<file path="src/rtl/uproc_pkg.sv">
// Shared uProcessor definitions: opcodes, register codes and program-memory states.
package uproc_pkg;

  localparam int unsigned OPCODE_W = 4;
  localparam int unsigned REG_W    = 2;

  localparam logic [OPCODE_W-1:0] OPCODE_NOP = 4'h0;
  localparam logic [OPCODE_W-1:0] OPCODE_ADD = 4'h1;
  localparam logic [OPCODE_W-1:0] OPCODE_SUB = 4'h2;
  localparam logic [OPCODE_W-1:0] OPCODE_AND = 4'h3;
  localparam logic [OPCODE_W-1:0] OPCODE_OR  = 4'h4;
  localparam logic [OPCODE_W-1:0] OPCODE_XOR = 4'h5;
  localparam logic [OPCODE_W-1:0] OPCODE_NOT = 4'h6;
  localparam logic [OPCODE_W-1:0] OPCODE_LD  = 4'h7;
  localparam logic [OPCODE_W-1:0] OPCODE_ST  = 4'h8;

  localparam logic [REG_W-1:0] R0 = 2'd0;
  localparam logic [REG_W-1:0] R1 = 2'd1;
  localparam logic [REG_W-1:0] R2 = 2'd2;
  localparam logic [REG_W-1:0] R3 = 2'd3;

  typedef enum logic [1:0] {
    ST_CLEAR = 2'd0,
    ST_LOAD  = 2'd1,
    ST_RUN   = 2'd2
  } pm_state_e;

endpackage

</file>
<file path="src/rtl/prog_mem_ctrl_if.sv">
// Load-port and fetch-port bundle between loader/core and the program memory.
interface prog_mem_ctrl_if #(
  parameter int unsigned ADDR_W  = 5,
  parameter int unsigned INSTR_W = 6
) ();

  logic               load_start;
  logic               load_end;
  logic               ld_valid;
  logic               ld_ready;
  logic [INSTR_W-1:0] ld_data;
  logic               fetch_req;
  logic [ADDR_W-1:0]  fetch_addr;
  logic [INSTR_W-1:0] ins_out;
  logic               ins_valid;
  logic               busy;
  logic [ADDR_W:0]    load_count;
  logic               load_ovf;

  modport master (
    output load_start, load_end, ld_valid, ld_data, fetch_req, fetch_addr,
    input  ld_ready, ins_out, ins_valid, busy, load_count, load_ovf
  );

  modport slave (
    input  load_start, load_end, ld_valid, ld_data, fetch_req, fetch_addr,
    output ld_ready, ins_out, ins_valid, busy, load_count, load_ovf
  );

endinterface

</file>
<file path="src/rtl/prog_mem_array.sv">
// Program storage: one synchronous write port, one synchronous read port, no reset.
module prog_mem_array #(
  parameter int unsigned ADDR_W  = 5,
  parameter int unsigned INSTR_W = 6
) (
  input  logic               clk,
  input  logic               we,
  input  logic [ADDR_W-1:0]  wr_addr,
  input  logic [INSTR_W-1:0] wr_data,
  input  logic               rd_en,
  input  logic [ADDR_W-1:0]  rd_addr,
  output logic [INSTR_W-1:0] rd_data
);

  localparam int unsigned DEPTH = 2 ** ADDR_W;

  logic [INSTR_W-1:0] mem [DEPTH];

  // Write port
  always_ff @(posedge clk) begin
    if (we) mem[wr_addr] <= wr_data;
  end

  // Read port; data holds when not enabled
  always_ff @(posedge clk) begin
    if (rd_en) rd_data <= mem[rd_addr];
  end

endmodule

</file>
<file path="src/rtl/prog_mem_ctrl.sv">
// Writable program memory: clears to NOP, accepts a streamed program, serves fetches.
module prog_mem_ctrl
  import uproc_pkg::*;
#(
  parameter int unsigned        ADDR_W    = 5,
  parameter int unsigned        INSTR_W   = 6,
  parameter logic [INSTR_W-1:0] FILL_WORD = INSTR_W'({OPCODE_NOP, R0})
) (
  input  logic            clk,
  input  logic            rst_n,
  prog_mem_ctrl_if.slave  bus
);

  localparam int unsigned       DEPTH = 2 ** ADDR_W;
  localparam int unsigned       CNT_W = ADDR_W + 1;
  localparam logic [ADDR_W-1:0] LAST  = ADDR_W'(DEPTH - 1);

  pm_state_e          state, state_nxt;
  logic [ADDR_W-1:0]  ptr, ptr_nxt;
  logic               pend, pend_nxt;
  logic [CNT_W-1:0]   cnt, cnt_nxt;
  logic               ovf, ovf_nxt;
  logic               busy_q, ready_q, valid_q, seen_q;
  logic               we_c, re_c;
  logic [INSTR_W-1:0] wd_c;
  logic [INSTR_W-1:0] rd_data;

  // State register
  always_ff @(posedge clk or negedge rst_n) begin
    if (!rst_n) state <= ST_CLEAR;
    else        state <= state_nxt;
  end

  // Next-state, datapath updates and array port controls
  always_comb begin
    state_nxt = state;
    ptr_nxt   = ptr;
    pend_nxt  = pend;
    cnt_nxt   = cnt;
    ovf_nxt   = ovf;
    we_c      = 1'b0;
    wd_c      = FILL_WORD;
    re_c      = 1'b0;
    case (state)
      ST_CLEAR: begin
        we_c    = 1'b1;
        ptr_nxt = ptr + ADDR_W'(1);
        if (ptr == LAST) begin
          state_nxt = pend ? ST_LOAD : ST_RUN;
          pend_nxt  = 1'b0;
        end
      end
      ST_LOAD: begin
        wd_c = bus.ld_data;
        if (bus.ld_valid) begin
          we_c    = 1'b1;
          ptr_nxt = ptr + ADDR_W'(1);
          cnt_nxt = cnt + CNT_W'(1);
          // Filling the last entry ends the load; overflow unless the loader also ended it
          if (ptr == LAST) begin
            state_nxt = ST_RUN;
            ovf_nxt   = ~bus.load_end;
          end else if (bus.load_end) begin
            state_nxt = ST_RUN;
          end
        end else if (bus.load_end) begin
          state_nxt = ST_RUN;
        end
      end
      ST_RUN: begin
        re_c = bus.fetch_req;
        if (bus.load_start) begin
          state_nxt = ST_CLEAR;
          pend_nxt  = 1'b1;
          cnt_nxt   = '0;
          ovf_nxt   = 1'b0;
          ptr_nxt   = '0;
        end
      end
      default: state_nxt = ST_CLEAR;
    endcase
  end

  // Datapath and registered status outputs
  always_ff @(posedge clk or negedge rst_n) begin
    if (!rst_n) begin
      ptr     <= '0;
      pend    <= 1'b0;
      cnt     <= '0;
      ovf     <= 1'b0;
      busy_q  <= 1'b1;
      ready_q <= 1'b0;
      valid_q <= 1'b0;
      seen_q  <= 1'b0;
    end else begin
      ptr     <= ptr_nxt;
      pend    <= pend_nxt;
      cnt     <= cnt_nxt;
      ovf     <= ovf_nxt;
      busy_q  <= (state_nxt != ST_RUN);
      ready_q <= (state_nxt == ST_LOAD);
      valid_q <= re_c;
      seen_q  <= seen_q | re_c;
    end
  end

  prog_mem_array #(
    .ADDR_W  (ADDR_W),
    .INSTR_W (INSTR_W)
  ) u_array (
    .clk     (clk),
    .we      (we_c),
    .wr_addr (ptr),
    .wr_data (wd_c),
    .rd_en   (re_c),
    .rd_addr (bus.fetch_addr),
    .rd_data (rd_data)
  );

  // The array read register has no reset, so show FILL_WORD until the first fetch lands
  assign bus.ins_out    = seen_q ? rd_data : FILL_WORD;
  assign bus.ins_valid  = valid_q;
  assign bus.busy       = busy_q;
  assign bus.ld_ready   = ready_q;
  assign bus.load_count = cnt;
  assign bus.load_ovf   = ovf;

endmodule

</file>
<file path="src/flat_wrapper.sv">
// flat-port wrapper written by rule: the top's interface ports become plain ports
module prog_mem_ctrl_flat import uproc_pkg::*;
#(
  parameter int unsigned        ADDR_W    = 5,
  parameter int unsigned        INSTR_W   = 6,
  parameter logic [INSTR_W-1:0] FILL_WORD = INSTR_W'({OPCODE_NOP, R0})
)
  (clk, rst_n, bus_load_start, bus_load_end, bus_ld_valid, bus_ld_data, bus_fetch_req, bus_fetch_addr, bus_ld_ready, bus_ins_out, bus_ins_valid, bus_busy, bus_load_count, bus_load_ovf);
  prog_mem_ctrl_if #(.ADDR_W(ADDR_W), .INSTR_W(INSTR_W)) bus_i ();
  input  logic clk;
  input  logic rst_n;
  input wire logic [$bits(bus_i.load_start)-1:0] bus_load_start;
  input wire logic [$bits(bus_i.load_end)-1:0] bus_load_end;
  input wire logic [$bits(bus_i.ld_valid)-1:0] bus_ld_valid;
  input wire logic [$bits(bus_i.ld_data)-1:0] bus_ld_data;
  input wire logic [$bits(bus_i.fetch_req)-1:0] bus_fetch_req;
  input wire logic [$bits(bus_i.fetch_addr)-1:0] bus_fetch_addr;
  output wire logic [$bits(bus_i.ld_ready)-1:0] bus_ld_ready;
  output wire logic [$bits(bus_i.ins_out)-1:0] bus_ins_out;
  output wire logic [$bits(bus_i.ins_valid)-1:0] bus_ins_valid;
  output wire logic [$bits(bus_i.busy)-1:0] bus_busy;
  output wire logic [$bits(bus_i.load_count)-1:0] bus_load_count;
  output wire logic [$bits(bus_i.load_ovf)-1:0] bus_load_ovf;
  assign bus_i.load_start = bus_load_start;
  assign bus_i.load_end = bus_load_end;
  assign bus_i.ld_valid = bus_ld_valid;
  assign bus_i.ld_data = bus_ld_data;
  assign bus_i.fetch_req = bus_fetch_req;
  assign bus_i.fetch_addr = bus_fetch_addr;
  assign bus_ld_ready = bus_i.ld_ready;
  assign bus_ins_out = bus_i.ins_out;
  assign bus_ins_valid = bus_i.ins_valid;
  assign bus_busy = bus_i.busy;
  assign bus_load_count = bus_i.load_count;
  assign bus_load_ovf = bus_i.load_ovf;
  prog_mem_ctrl #(.ADDR_W(ADDR_W), .INSTR_W(INSTR_W), .FILL_WORD(FILL_WORD)) u_core (.clk(clk), .rst_n(rst_n), .bus(bus_i));
endmodule
</file>
<file path="config.mk">
export PLATFORM = sky130hd
export DESIGN_NAME = prog_mem_ctrl_flat
export DESIGN_NICKNAME = d
export VERILOG_FILES = /design/src/rtl/uproc_pkg.sv /design/src/rtl/prog_mem_ctrl_if.sv /design/src/rtl/prog_mem_array.sv /design/src/rtl/prog_mem_ctrl.sv /design/src/flat_wrapper.sv
export SDC_FILE = /design/constraint.sdc
export NUM_CORES = 1
export LEC_CHECK = 0
export ABC_AREA = 0
export CORE_ASPECT_RATIO = 0.5
export CORE_MARGIN = 1.5
export CORE_UTILIZATION = 35
export DETAILED_ROUTE_END_ITERATION = 10
export PLACE_DENSITY = 0.49
export REMOVE_ABC_BUFFERS = 1
export SLEW_MARGIN = 20
export SYNTH_ARGS = -nofsm -noshare
export SYNTH_HDL_FRONTEND = slang
export SYNTH_SLANG_ARGS = --single-unit
</file>
<file path="constraint.sdc">
create_clock -name clk -period 2.1 [get_ports clk]
set_input_delay 0.42 -clock clk [delete_from_list [all_inputs] [get_ports clk]]
set_output_delay 0.42 -clock clk [all_outputs]
set_load 0.03 [all_outputs]
</file>
# Word level (Yosys, flattened, before mapping)
# Memories as Yosys holds them, arrays and structs flattened. A register that Yosys moved wholly into a read port is not among the register bits.
# Index checks and enable logic that the tools add are counted.
[totals] regBits=19 latch_bits=0 mem_bits_rw=192 rom_bits=0 word_cells=58 n_memories=1
[classes] addsub=2 multipliers=0 div=0 n_lt_le_gt_ge=0 eq_ne=9 shifts=0 mux=27 bitwise_logic=2 n_reduce_logical=8
[mem_list] name="u_core.u_array.mem" words=32 width=6 rd=1 rd_clocked_by_memory_dff=1 wr=1 line_no="prog_mem_array.sv:17" rtl="logic [INSTR_W-1:0] mem [DEPTH];"
[ops] op="2-to-1 mux 6 bit" n=4
[ops] op="one-hot mux 5 bit (3 select lines)" n=1
[ops] op="2-to-1 mux 2 bit" n=6
[ops] op="one-hot mux 6 bit (2 select lines)" n=1
[ops] op="2-to-1 mux 5 bit" n=2
[ops] op="2-to-1 mux 1 bit" n=9
[ops] op="AND reduction 3 bit" n=3
[ops] op="adder 6 x 1 -> 6 bit, second input constant" n=1
[ops] op="!= test 2 bit, second input constant" n=3
[ops] op="one-hot mux 1 bit (2 select lines)" n=3
[ops] op="one-hot mux 2 bit (3 select lines)" n=1
[ops] op="adder 5 x 1 -> 5 bit, second input constant" n=1
[ops] op="== test 5 bit, second input constant" n=1
[ops] op="== test 2 x 1 -> 1 bit, second input constant" n=2
[ops] op="!= test 2 x 1 -> 1 bit, second input constant" n=2
[ops] op="AND reduction 4 bit" n=1
[ops] op="nonzero test 2 bit" n=2
[ops] op="nonzero test 3 bit" n=1
[ops] op="== test 2 bit, second input constant" n=1
[ops] op="logical NOT 2 bit" n=1
[ops] op="inverter 1 bit" n=1
[ops] op="bitwise OR 1 bit" n=1

# Longest topological paths before layout
[depth] ltp_word=5 depth_mapped=7

# Modules after synthesis
# From an unflattened synthesis, not the netlist that was laid out.
[unflattened] hier_cells=435 hier_area_um2=8742.1
[by_module_without_submodules] mod="prog_mem_array" n_inst=1 cells_each=323 area_per_inst_um2=7649.8 seq_area_each_um2=5945.7
[by_module_without_submodules] mod="prog_mem_ctrl" n_inst=1 cells_each=112 area_per_inst_um2=1092.3 seq_area_each_um2=476.7

# Worst setup path before layout
# OpenSTA, ideal clock, no wires.
[synth_timing] path_kind="input to register" startpoint="in bus_fetch_addr[2]" endpoint="reg u_core.u_array.rd_data[0] (read register of u_core.u_array.mem) (data pin)" arrival_time_ns=2.139 t_required_ns=1.840 setup_slack_ns=-0.299 path_stages=5 n_path_buf=2 path_cell_list="clkbuf_1 buf_1 mux4_2 mux4_2 mux2_2"
[synth_lines] item="start: declaration" line_no="flat_wrapper.sv:17" rtl="input wire logic [$bits(bus_i.fetch_addr)-1:0] bus_fetch_addr;"
[synth_lines] item="end: declaration" line_no="prog_mem_array.sv:12" rtl="output logic [INSTR_W-1:0] rd_data"

# Worst setup path after layout
[layout_timing] startpoint="reg u_core.cnt[1] (netlist: u_core.bus.load_count[1])" endpoint="out bus_load_count[1]"
[layout_lines] item="start: declaration" line_no="prog_mem_ctrl.sv:21" rtl="logic [CNT_W-1:0] cnt, cnt_nxt;"
[layout_lines] item="start signal: assignment" line_no="prog_mem_ctrl.sv:98" rtl="cnt <= cnt_nxt;"
[layout_lines] item="end: declaration" line_no="flat_wrapper.sv:22" rtl="output wire logic [$bits(bus_i.load_count)-1:0] bus_load_count;"
# No word-level cell between the ends.

==> impl_metrics.py <==
metrics = {
    "grt": {
        "grt_usage_pct": 15.9,
        "gr-total-overflow": 0,
        "grt_pass1_wl_um": 29400,
        "grt_pass1_vias": 4670,
        "antenna_found_initial": 0,
        "grt_max_degree": 33,
    },
    "logic_synthesis": {
        "synth-edff-count": 198,
        "yosys_register_bits": 217,
        "yosysTopAreaCellShare_pct": 68.3,
        "synthCells": 439,
        "yosysTopAreaCell": "edfxtp_1",
        "syn_avg_cell_area_um2": 19.8,
        "syn_area_um2": 8700,
        "yosysSeqAreaShare_pct": 73.8,
        "synth_area_leaders": "edfxtp_1, mux4_2, dfrtp_1",
        "synthFlopType": "edfxtp_1",
        "synth_warnings": 0,
        "ys_types": 37,
        "async_flop_share_pct": 8.76,
    },
    "pwr": {
        "switching_share_pct": 25.7,
        "power_frac_seq_pct": 48.5,
        "leakagePower_nw": 3.71,
        "pwr-share-comb_pct": 17.2,
        "p_int_mw": 8.44,
        "p_clk_share_pct": 34.3,
        "switching_power_mw": 2.92,
        "power_density_nw_per_um2": 1060,
        "ir_drop_v": 0.000559,
    },
    "timing": {
        "finalCritPeriodShare_pct": 97.1,
        "rsz0062_at_grt": "false",
        "fin_tns_setup_ps": 0,
        "worst_slack_ps": 61.7,
        "layout_min_cycle_time_ps": 2040,
        "setup_viol": 0,
        "max_clock_freq_mhz": 491,
        "maxSlewHeadroom_pct": 56.2,
        "slew_viol_final": 0,
        "finalHoldViolations": 0,
        "skew_ps": 8.32,
        "worst_pin_slew_ps": 656,
    },
    "finish": {
        "nets": 565,
        "n_antenna_cell": 0,
        "n_fill_cell": 2094,
        "final-seq-area_um2": 6420,
        "synthToLayoutAreaGrowth_pct": 23.2,
        "multiInputGateArea_um2": 2160,
        "utilization_pct": 44.3,
        "drive_gt1_share_pct": 30.3,
    },
    "die": {
        "io_pins": 33,
        "coreArea_um2": 24200,
        "start_util_pct": 36.0,
        "dieArea_um2": 25900,
        "rows": 40,
        "die_w_um": 226,
        "die_h_um": 114,
    },
    "routing": {
        "antenna_left": 0,
        "drcViolationCount": 0,
        "wl_per_cell_um": 22.0,
        "drt_wl_total_um": 19600,
        "dr.pass1.iters": 4,
        "drtIter0Drc": 415,
        "vias": 4345,
        "vias_per_cell": 4.88,
    },
    "critical_path": {
        "critical_path_class": "flip-flop to primary output",
        "crit_fanout": 5,
        "reg2reg_from": "u_core.u_array.mem[13][5]",
        "rrSetupSlack_ps": 150,
        "slowest_delay_ps": 700,
        "crit_slowest_cell": "clkdlybuf4s50_1",
        "path_depth": 1,
        "critPathLaunchType": "flip-flop",
        "path_delay_family": "buffers and inverters",
        "path_buf_inv": 1,
        "rr_endpoint": "u_core.u_array.rd_data[5]",
        "critPathArrivalTime_ps": 1620,
        "required_ps": 1680,
        "crit_path_end_kind": "primary output",
        "crit_chain": "clkdlybuf4s50_1",
        "reg2regPathDepth": 3,
    },
    "hold_path": {
        "min_path_type": "input pin to async pin",
    },
    "clock_network": {
        "clkSlewWorstSetupHoldPaths_ps": 60,
        "cts_hold_buf": 0,
        "cts_buffers": 22,
        "cts_buffer_depth": 3,
        "clkLatencyLatePin_ps": 500,
        "h-tree-depth": 1,
        "clock-sinks": 217,
        "root_buffer": "clkbuf_16",
        "cts_tree": "done",
    },
    "placement": {
        "gp_congestion": 0.749,
        "place_hpwl_um": 12900,
        "place_ws_ps": -382,
        "io_buffers": 32,
    },
    "flow_run": {
        "cap_violations": 0,
    },
    "outcome": {
        "status": "finished, final reports clean",
    },
}
-- flip-flops by register name, indices dropped and copies added (netlist names) --
name,cells
u_core.bus.ld_ready,1
u_core.bus.ins_valid,1
u_core.pend,1
u_core.u_array.rd_data,6
u_core.ptr,5
u_core.u_array.mem,192
u_core.bus.busy,1
u_core.state,2
u_core.seen_q,1
u_core.bus.load_ovf,1
u_core.bus.load_count,6
-- power by group through the flow --
| stage | Clock, mW | Combinational (mW) | Sequential (mW) |
|---|---|---|---|
| 2_1_floorplan | 0 | 0.973 | 5.56 |
| 3_3_place_gp | 0 | 2.00 | 5.59 |
| 3_5_place_dp | 0 | 2.01 | 5.60 |
| 4_1_cts | 4.00 | 1.99 | 5.52 |
| 5_1_grt | 4.14 | 2.13 | 5.57 |
| 6_report | 3.89 | 1.95 | 5.52 |
-- synth_stat cells, drive strengths merged, types with 6 or more instances --
cell type	instances
edfxtp	198
buf	8
ha	6
clkbuf	12
mux2	6
mux4	60
o21ai	6
nand2	15
dfrtp	18
nor2	42
a21oi	9
and2	12
-- how the worst max path moves through the flow --
stage | from | endpoint | slack [ps]
CTS | u_core.bus.load_count[0] | bus_load_count[0] | 20
finish | u_core.bus.load_count[1] | bus_load_count[1] | 60
global route | u_core.bus.load_count[1] | bus_load_count[1] | 7
global placement | bus_fetch_addr[1] | u_core.u_array.rd_data[1] | -390
floorplan | bus_fetch_addr[1] | u_core.u_array.rd_data[0] | 250
detailed placement | bus_fetch_addr[1] | u_core.u_array.rd_data[1] | -380
-- final cells by class --
class | count | area share, %
sequential | 217 | 59.9
multi-input combinational | 198 | 20.2
timing repair buffer | 99 | 9.19
clock buffer | 25 | 5.44
tap | 336 | 3.92
clock inverter | 12 | 1.24
inverter | 4 | 0.140
-- placed cells by master, fill, tap and decap left out, drive strengths merged, types with 2 or more instances in the layout --
cell type / synthesis / routed
and3: 2 / 2
ha: 6 / 6
nor2: 42 / 42
bufinv: 0 / 3
xnor2: 2 / 2
nand2b: 3 / 3
edfxtp: 198 / 198
mux2: 6 / 6
clkdlybuf4s50: 0 / 22
dlygate4sd2: 0 / 7
o21ai: 6 / 6
clkinv: 0 / 9
dfrtp: 18 / 18
and3b: 2 / 2
mux4: 60 / 60
nand3b: 5 / 5
xor2: 2 / 2
nand2: 15 / 15
nor2b: 4 / 4
o22ai: 2 / 2
nand3: 4 / 4
and2: 12 / 12
clkbuf: 12 / 25
a21oi: 9 / 9
buf: 8 / 69
inv: 4 / 4
a211oi: 5 / 5
-- cell families after synthesis --
logic type / count (synthesis) / synth area share, %
AOI/OAI and AO/OA: 27 / 1.90
xor gates and xnor gates: 4 / 0.403
adders and majority gates: 6 / 0.863
buffers and inverters: 24 / 1.32
DFF: 217 / 73.8
muxes: 67 / 16.4
and+or+nand+nor: 94 / 5.26
-- through the flow --
step | instance area [µm²] | hold slack (ps) | total power [mW] | cells
6_report | 10700 | 257 | 11.4 | 891
5_1_grt | 10700 | 273 | 11.8 | 891
4_1_cts | 10700 | 249 | 11.5 | 891
3_5_place_dp | 10000 | 526 | 7.62 | 854
3_3_place_gp | 10000 | 531 | 7.60 | 854
2_1_floorplan | 8600 | 124 | 6.53 | 419
-- metal layers --
layer | vias up | share of wire, % | track usage (%)
met5 | - | 0 | 0
met2 | 92 | 47 | 25.3
met1 | 2257 | 47 | 23.0
met3 | 24 | 4.6 | 2.98
met4 | 0 | 1.8 | 3.53
li1 | 1972 | - | -
-- timing repair --
item,CTS,global route
hold endpoints to repair,0,0
setup buffers,0,0
setup endpoints to repair,7,1
resized for setup,7,1
(Power assumes the default switching activity.)
==> patch 1 (config.mk and constraints unchanged) <==
Make the reset (`rst_n`) synchronous in 2 clocked blocks.
--- a/src/rtl/prog_mem_ctrl.sv
+++ b/src/rtl/prog_mem_ctrl.sv
@@ -27,5 +27,5 @@
 
   // State register
-  always_ff @(posedge clk or negedge rst_n) begin
+  always_ff @(posedge clk) begin
     if (!rst_n) state <= ST_CLEAR;
     else        state <= state_nxt;
@@ -83,5 +83,5 @@
 
   // Datapath and registered status outputs
-  always_ff @(posedge clk or negedge rst_n) begin
+  always_ff @(posedge clk) begin
     if (!rst_n) begin
       ptr     <= '0;
Check against the original RTL: no difference found for any inputs over 10 cycles, from zero or initial values and one cycle with rst_n low; that may be too few to reach the edited logic, so the function may still have changed.
==> patch 1 against the unedited design <==
- wire length down 2.3%
- die area down 0.95%
- sequential share of layout area up 0.18 points
- cell area down 1.8%
- sequential cell count unchanged
- final cell count down 0.67%
- count of clock-buffer cells in the layout down 3
- setup slack better by 4.2 ps
- area after synthesis down 0.96%
- register-to-register slack better by 20 ps
Power is not compared: it rests on default switching activity, and its combinational part moved more than twofold at a synthesized area within 25%.
==> patch 1: results <==
<?xml version="1.0" encoding="UTF-8"?>
<metrics>
  <group name="run_status">
    <metric name="result_of_the_run" unit="">finished clean</metric>
  </group>
  <group name="detailed_routing">
    <metric name="drt-initial-drc-count" unit="">395</metric>
    <metric name="routed_wirelength" unit="mm">19.1</metric>
    <metric name="detail_route.first_pass.iterations" unit="">6</metric>
    <metric name="routed-via-count" unit="">4323</metric>
  </group>
  <group name="global_routing">
    <metric name="grt.total_usage" unit="%">15.6</metric>
    <metric name="grt_first_pass_wirelength" unit="mm">29.1</metric>
    <metric name="grt_pass1_vias" unit="">4423</metric>
  </group>
  <group name="hold_path">
    <metric name="worst_hold_path_type" unit="">reg -&gt; reg</metric>
    <metric name="hold_path_end" unit="">u_core.bus.load_ovf$_SDFFE_PN0P_</metric>
    <metric name="min-delay-start" unit="">u_core.bus.load_ovf$_SDFFE_PN0P_</metric>
  </group>
  <group name="setup_path">
    <metric name="r2r-start" unit="">u_core.u_array.mem[9][3]$_DFFE_PP_</metric>
    <metric name="reg2reg_to" unit="">u_core.u_array.rd_data[3]$_DFFE_PP_</metric>
    <metric name="timing.reg2reg.setup_slack" unit="ps">170</metric>
    <metric name="crit_path_max_incr_delay" unit="ps">710</metric>
    <metric name="worst-path-max-fanout" unit="">4</metric>
  </group>
  <group name="clock_tree">
    <metric name="cts_made_buffers" unit="">21</metric>
    <metric name="cts-root-buf" unit="">clkbuf_16</metric>
    <metric name="max-clock-path-buffers" unit="">3</metric>
  </group>
  <group name="place">
    <metric name="setup_slack_at_placement" unit="ps">-295</metric>
    <metric name="hpwl" unit="mm">13.0</metric>
    <metric name="numPortBuffers" unit="">32</metric>
    <metric name="gp_routability_congestion" unit="">0.750</metric>
    <metric name="area_of_placed_instances" unit="um^2">9860</metric>
    <metric name="dp.cells" unit="">848</metric>
  </group>
  <group name="logic_synthesis">
    <metric name="synth_seq_area_share" unit="%">73.4</metric>
    <metric name="synthTopCellsByArea" unit="">edfxtp_1 69%, mux4_2 16%, dfxtp_1 4.4%</metric>
    <metric name="synth_cell_type_count" unit="">34</metric>
    <metric name="syn-mean-instance-area" unit="um^2">19.7</metric>
    <metric name="synth_common_cells" unit="">198 x edfxtp_1, 60 x mux4_2, 40 x nor2_1</metric>
    <metric name="synthArstFlopShare" unit="%">0</metric>
    <metric name="synth-edff-count" unit="">198</metric>
  </group>
  <group name="timing">
    <metric name="fin_hold_ws" unit="ps">502</metric>
    <metric name="max_slew.worst_pin.slew" unit="ps">417</metric>
    <metric name="post_route_clock_skew" unit="ps">14.3</metric>
  </group>
  <group name="cells_and_area">
    <metric name="largest_reg_flops" unit="">192</metric>
    <metric name="layout.nets" unit="">558</metric>
    <metric name="multi_input_area" unit="um^2">2180</metric>
    <metric name="final.fill_count" unit="">2088</metric>
    <metric name="drive_above_1_share" unit="%">29.9</metric>
    <metric name="final_cells" unit="">885</metric>
  </group>
  <group name="power_and_ir_drop">
    <metric name="power.share.switching" unit="%">20.5</metric>
  </group>
</metrics>
-- patch 1: cell type report --
type	instances	area share [%]
inverter	5	0.178
sequential	217	60.1
multi-input combinational	197	20.7
timing repair buffer	93	8.68
tap	336	3.99
clock buffer	22	5.03
clock inverter	15	1.34
-- patch 1: per-layer routing --
layer / track usage, % / routed length, um
met1: 22.5 / 8920
met4: 2.95 / 280
met5: 0 / 0
met2: 25.3 / 9010
met3: 2.55 / 898
-- patch 1: worst min-delay path: cells and delay by family (launching register included) --
kind            cells  cell delay [ps]
compound gates      2              140
flops               1              320
-- patch 1: cell families (layout without fill, tap and decap cells) --
family                   count (synthesis)  in the layout  share of synthesized area [%]
XOR/XNOR                                 4              4                          0.407
AO/OA/AOI/OAI                           24             24                           1.71
multiplexers                            67             67                           16.6
AND/OR/NAND/NOR                         96             96                           5.71
adder cells (fa/ha/maj)                  6              6                          0.871
buffers and inverters                   23            135                           1.29
flip-flops                             217            217                           73.4
-- patch 1: timing repair --
item / CTS / global route
resized for setup: 6 / 0
setup endpoints to repair: 6 / 0
hold buffers: 0 / 0
-- patch 1: worst max-delay path by stage --
stage | start | end | slack (ps) | cells past startpoint
global placement | bus_fetch_addr[1] | u_core.u_array.rd_data[5]$_DFFE_PP_ | -310 | 5
detailed placement | bus_fetch_addr[1] | u_core.u_array.rd_data[2]$_DFFE_PP_ | -290 | 5
global route | u_core.bus.load_count[3]$_SDFFE_PN0P_ | bus_load_count[3] | 2 | 1
floorplan | bus_fetch_addr[1] | u_core.u_array.rd_data[0]$_DFFE_PP_ | 250 | 3
finish | u_core.bus.load_count[3]$_SDFFE_PN0P_ | bus_load_count[3] | 70 | 1
CTS | u_core.bus.load_count[3]$_SDFFE_PN0P_ | bus_load_count[3] | 40 | 1
==> patch 2 (same settings) <==
Without the edit above. `INSTR_W` is set to 6 in 4 places; all go to 12.
--- a/src/rtl/prog_mem_ctrl_if.sv
+++ b/src/rtl/prog_mem_ctrl_if.sv
@@ -2,5 +2,5 @@
 interface prog_mem_ctrl_if #(
   parameter int unsigned ADDR_W  = 5,
-  parameter int unsigned INSTR_W = 6
+  parameter int unsigned INSTR_W = 12
 ) ();
 
--- a/src/rtl/prog_mem_array.sv
+++ b/src/rtl/prog_mem_array.sv
@@ -2,5 +2,5 @@
 module prog_mem_array #(
   parameter int unsigned ADDR_W  = 5,
-  parameter int unsigned INSTR_W = 6
+  parameter int unsigned INSTR_W = 12
 ) (
   input  logic               clk,
--- a/src/rtl/prog_mem_ctrl.sv
+++ b/src/rtl/prog_mem_ctrl.sv
@@ -4,5 +4,5 @@
 #(
   parameter int unsigned        ADDR_W    = 5,
-  parameter int unsigned        INSTR_W   = 6,
+  parameter int unsigned        INSTR_W   = 12,
   parameter logic [INSTR_W-1:0] FILL_WORD = INSTR_W'({OPCODE_NOP, R0})
 ) (
--- a/src/flat_wrapper.sv
+++ b/src/flat_wrapper.sv
@@ -3,5 +3,5 @@
 #(
   parameter int unsigned        ADDR_W    = 5,
-  parameter int unsigned        INSTR_W   = 6,
+  parameter int unsigned        INSTR_W   = 12,
   parameter logic [INSTR_W-1:0] FILL_WORD = INSTR_W'({OPCODE_NOP, R0})
 )
Interface: changed (resized bus_ins_out and bus_ld_data); port bits go from 33 to 45. No check against the original RTL was run, so the function may have changed too.
==> patch 2 against the unedited design <==
- wire length up 110%
- setup slack worse by 17 ps
- critical path depth rose by 7
- sequential cell count up 198
- clock power rose by 79%
- area after synthesis rose by 92%
- total power is 79% higher
- final cell count grew 100%
- cell area rose by 88%
- worst hold slack got worse by 47 ps
- critical endpoint is now u_core.u_array.rd_data[0]$_DFFE_PP_
==> patch 2: results <==
<?xml version="1.0" encoding="UTF-8"?>
<metrics>
  <group name="timing">
    <metric name="max_slew_margin" unit="%">64.6</metric>
    <metric name="post_route_clock_skew" unit="ps">18.0</metric>
    <metric name="fin_hold_ws" unit="ps">210</metric>
  </group>
  <group name="setup_path">
    <metric name="crit_path_max_incr_delay" unit="ps">620</metric>
    <metric name="timing.reg2reg.setup_slack" unit="ps">210</metric>
    <metric name="r2r-start" unit="">u_core.state[0]$_DFF_PN0_</metric>
    <metric name="reg2reg_to" unit="">u_core.u_array.mem[27][9]$_DFFE_PP_</metric>
    <metric name="worst-path-max-fanout" unit="">31</metric>
    <metric name="beginning_of_the_critical_path" unit="">bus_fetch_addr[2]</metric>
    <metric name="r2r.worst_path.cells" unit="">5</metric>
  </group>
  <group name="logic_synthesis">
    <metric name="synth-edff-count" unit="">396</metric>
    <metric name="synthTopCellsByArea" unit="">edfxtp_1 71%, mux2i_1 12%, dfrtp_1 2.7%</metric>
    <metric name="synth_seq_area_share" unit="%">74.1</metric>
    <metric name="synth_common_cells" unit="">396 x edfxtp_1, 193 x mux2i_1, 48 x a22oi_1</metric>
  </group>
  <group name="global_routing">
    <metric name="grt_pass1_vias" unit="">9018</metric>
    <metric name="grt.total_usage" unit="%">17.1</metric>
  </group>
  <group name="detailed_routing">
    <metric name="drt-initial-drc-count" unit="">763</metric>
    <metric name="post_drt_wl_per_cell" unit="um">23.3</metric>
  </group>
  <group name="place">
    <metric name="gp_routability_congestion" unit="">0.796</metric>
    <metric name="hpwl" unit="mm">27.3</metric>
    <metric name="numPortBuffers" unit="">44</metric>
    <metric name="dp.cells" unit="">1727</metric>
    <metric name="area_of_placed_instances" unit="um^2">18900</metric>
  </group>
  <group name="run_status">
    <metric name="result_of_the_run" unit="">finished clean</metric>
  </group>
  <group name="cells_and_area">
    <metric name="drive_above_1_share" unit="%">15.8</metric>
    <metric name="final_cells" unit="">1799</metric>
    <metric name="layout.nets" unit="">1163</metric>
  </group>
  <group name="clock_tree">
    <metric name="cts_made_buffers" unit="">40</metric>
  </group>
</metrics>
## patch 2: cell count changes after synthesis, moves of 22 or more
cell / before / now
a22o_1: 0 / 24
edfxtp_1: 198 / 396
nand2_1: 15 / 38
mux4_2: 60 / 0
a22oi_1: 0 / 48
a21oi_1: 9 / 31
mux2i_1: 1 / 193
nand3_1: 4 / 28
## patch 2: layout make-up
class                           instances  share of cell area, %
Tap cell                              638                   3.96
Timing Repair Buffer                  155                   9.12
Clock inverter                         17                  0.813
Multi-Input combinational cell        517                   19.4
Inverter                                5                 0.0930
Sequential cell                       415                   61.3
Clock buffer                           52                   5.29
## patch 2: logic make-up (layout without fill, tap and decap cells)
group           Yosys count  in the layout  synth area share [%]
compound gates          129            129                  5.31
xor+xnor                  4              4                 0.210
fa+ha+maj                 6              6                 0.450
buf+inv                  58            229                  2.80
flops                   415            415                  74.1
mux                     193            193                  11.6
simple gates            185            185                  5.56
## patch 2: power breakdown
| group | internal, mW | switching, mW | total [mW] |
|---|---|---|---|
| registers | 9.94 | 0.295 | 10.2 |
| logic | 1.17 | 1.94 | 3.11 |
| clock network | 3.95 | 3.02 | 6.98 |
| total | 15.1 | 5.26 | 20.3 |
## patch 2: what timing repair did
action | 4_1_cts | 5_1_grt
gates resized for setup | 22 | 15
hold endpoints to repair | 0 | 0
setup buffers | 3 | 0
hold buffers | 0 | 0
setup endpoints to repair | 17 | 13
## patch 2: per-layer routing
metal / part of all wire (%) / up-vias / track usage (%)
met4: 1.6 / 0 / 3.77
met5: 0 / - / 0
met3: 3.5 / 55 / 2.25
li1: - / 4145 / -
met1: 48 / 4678 / 24.6
met2: 46 / 169 / 27.7
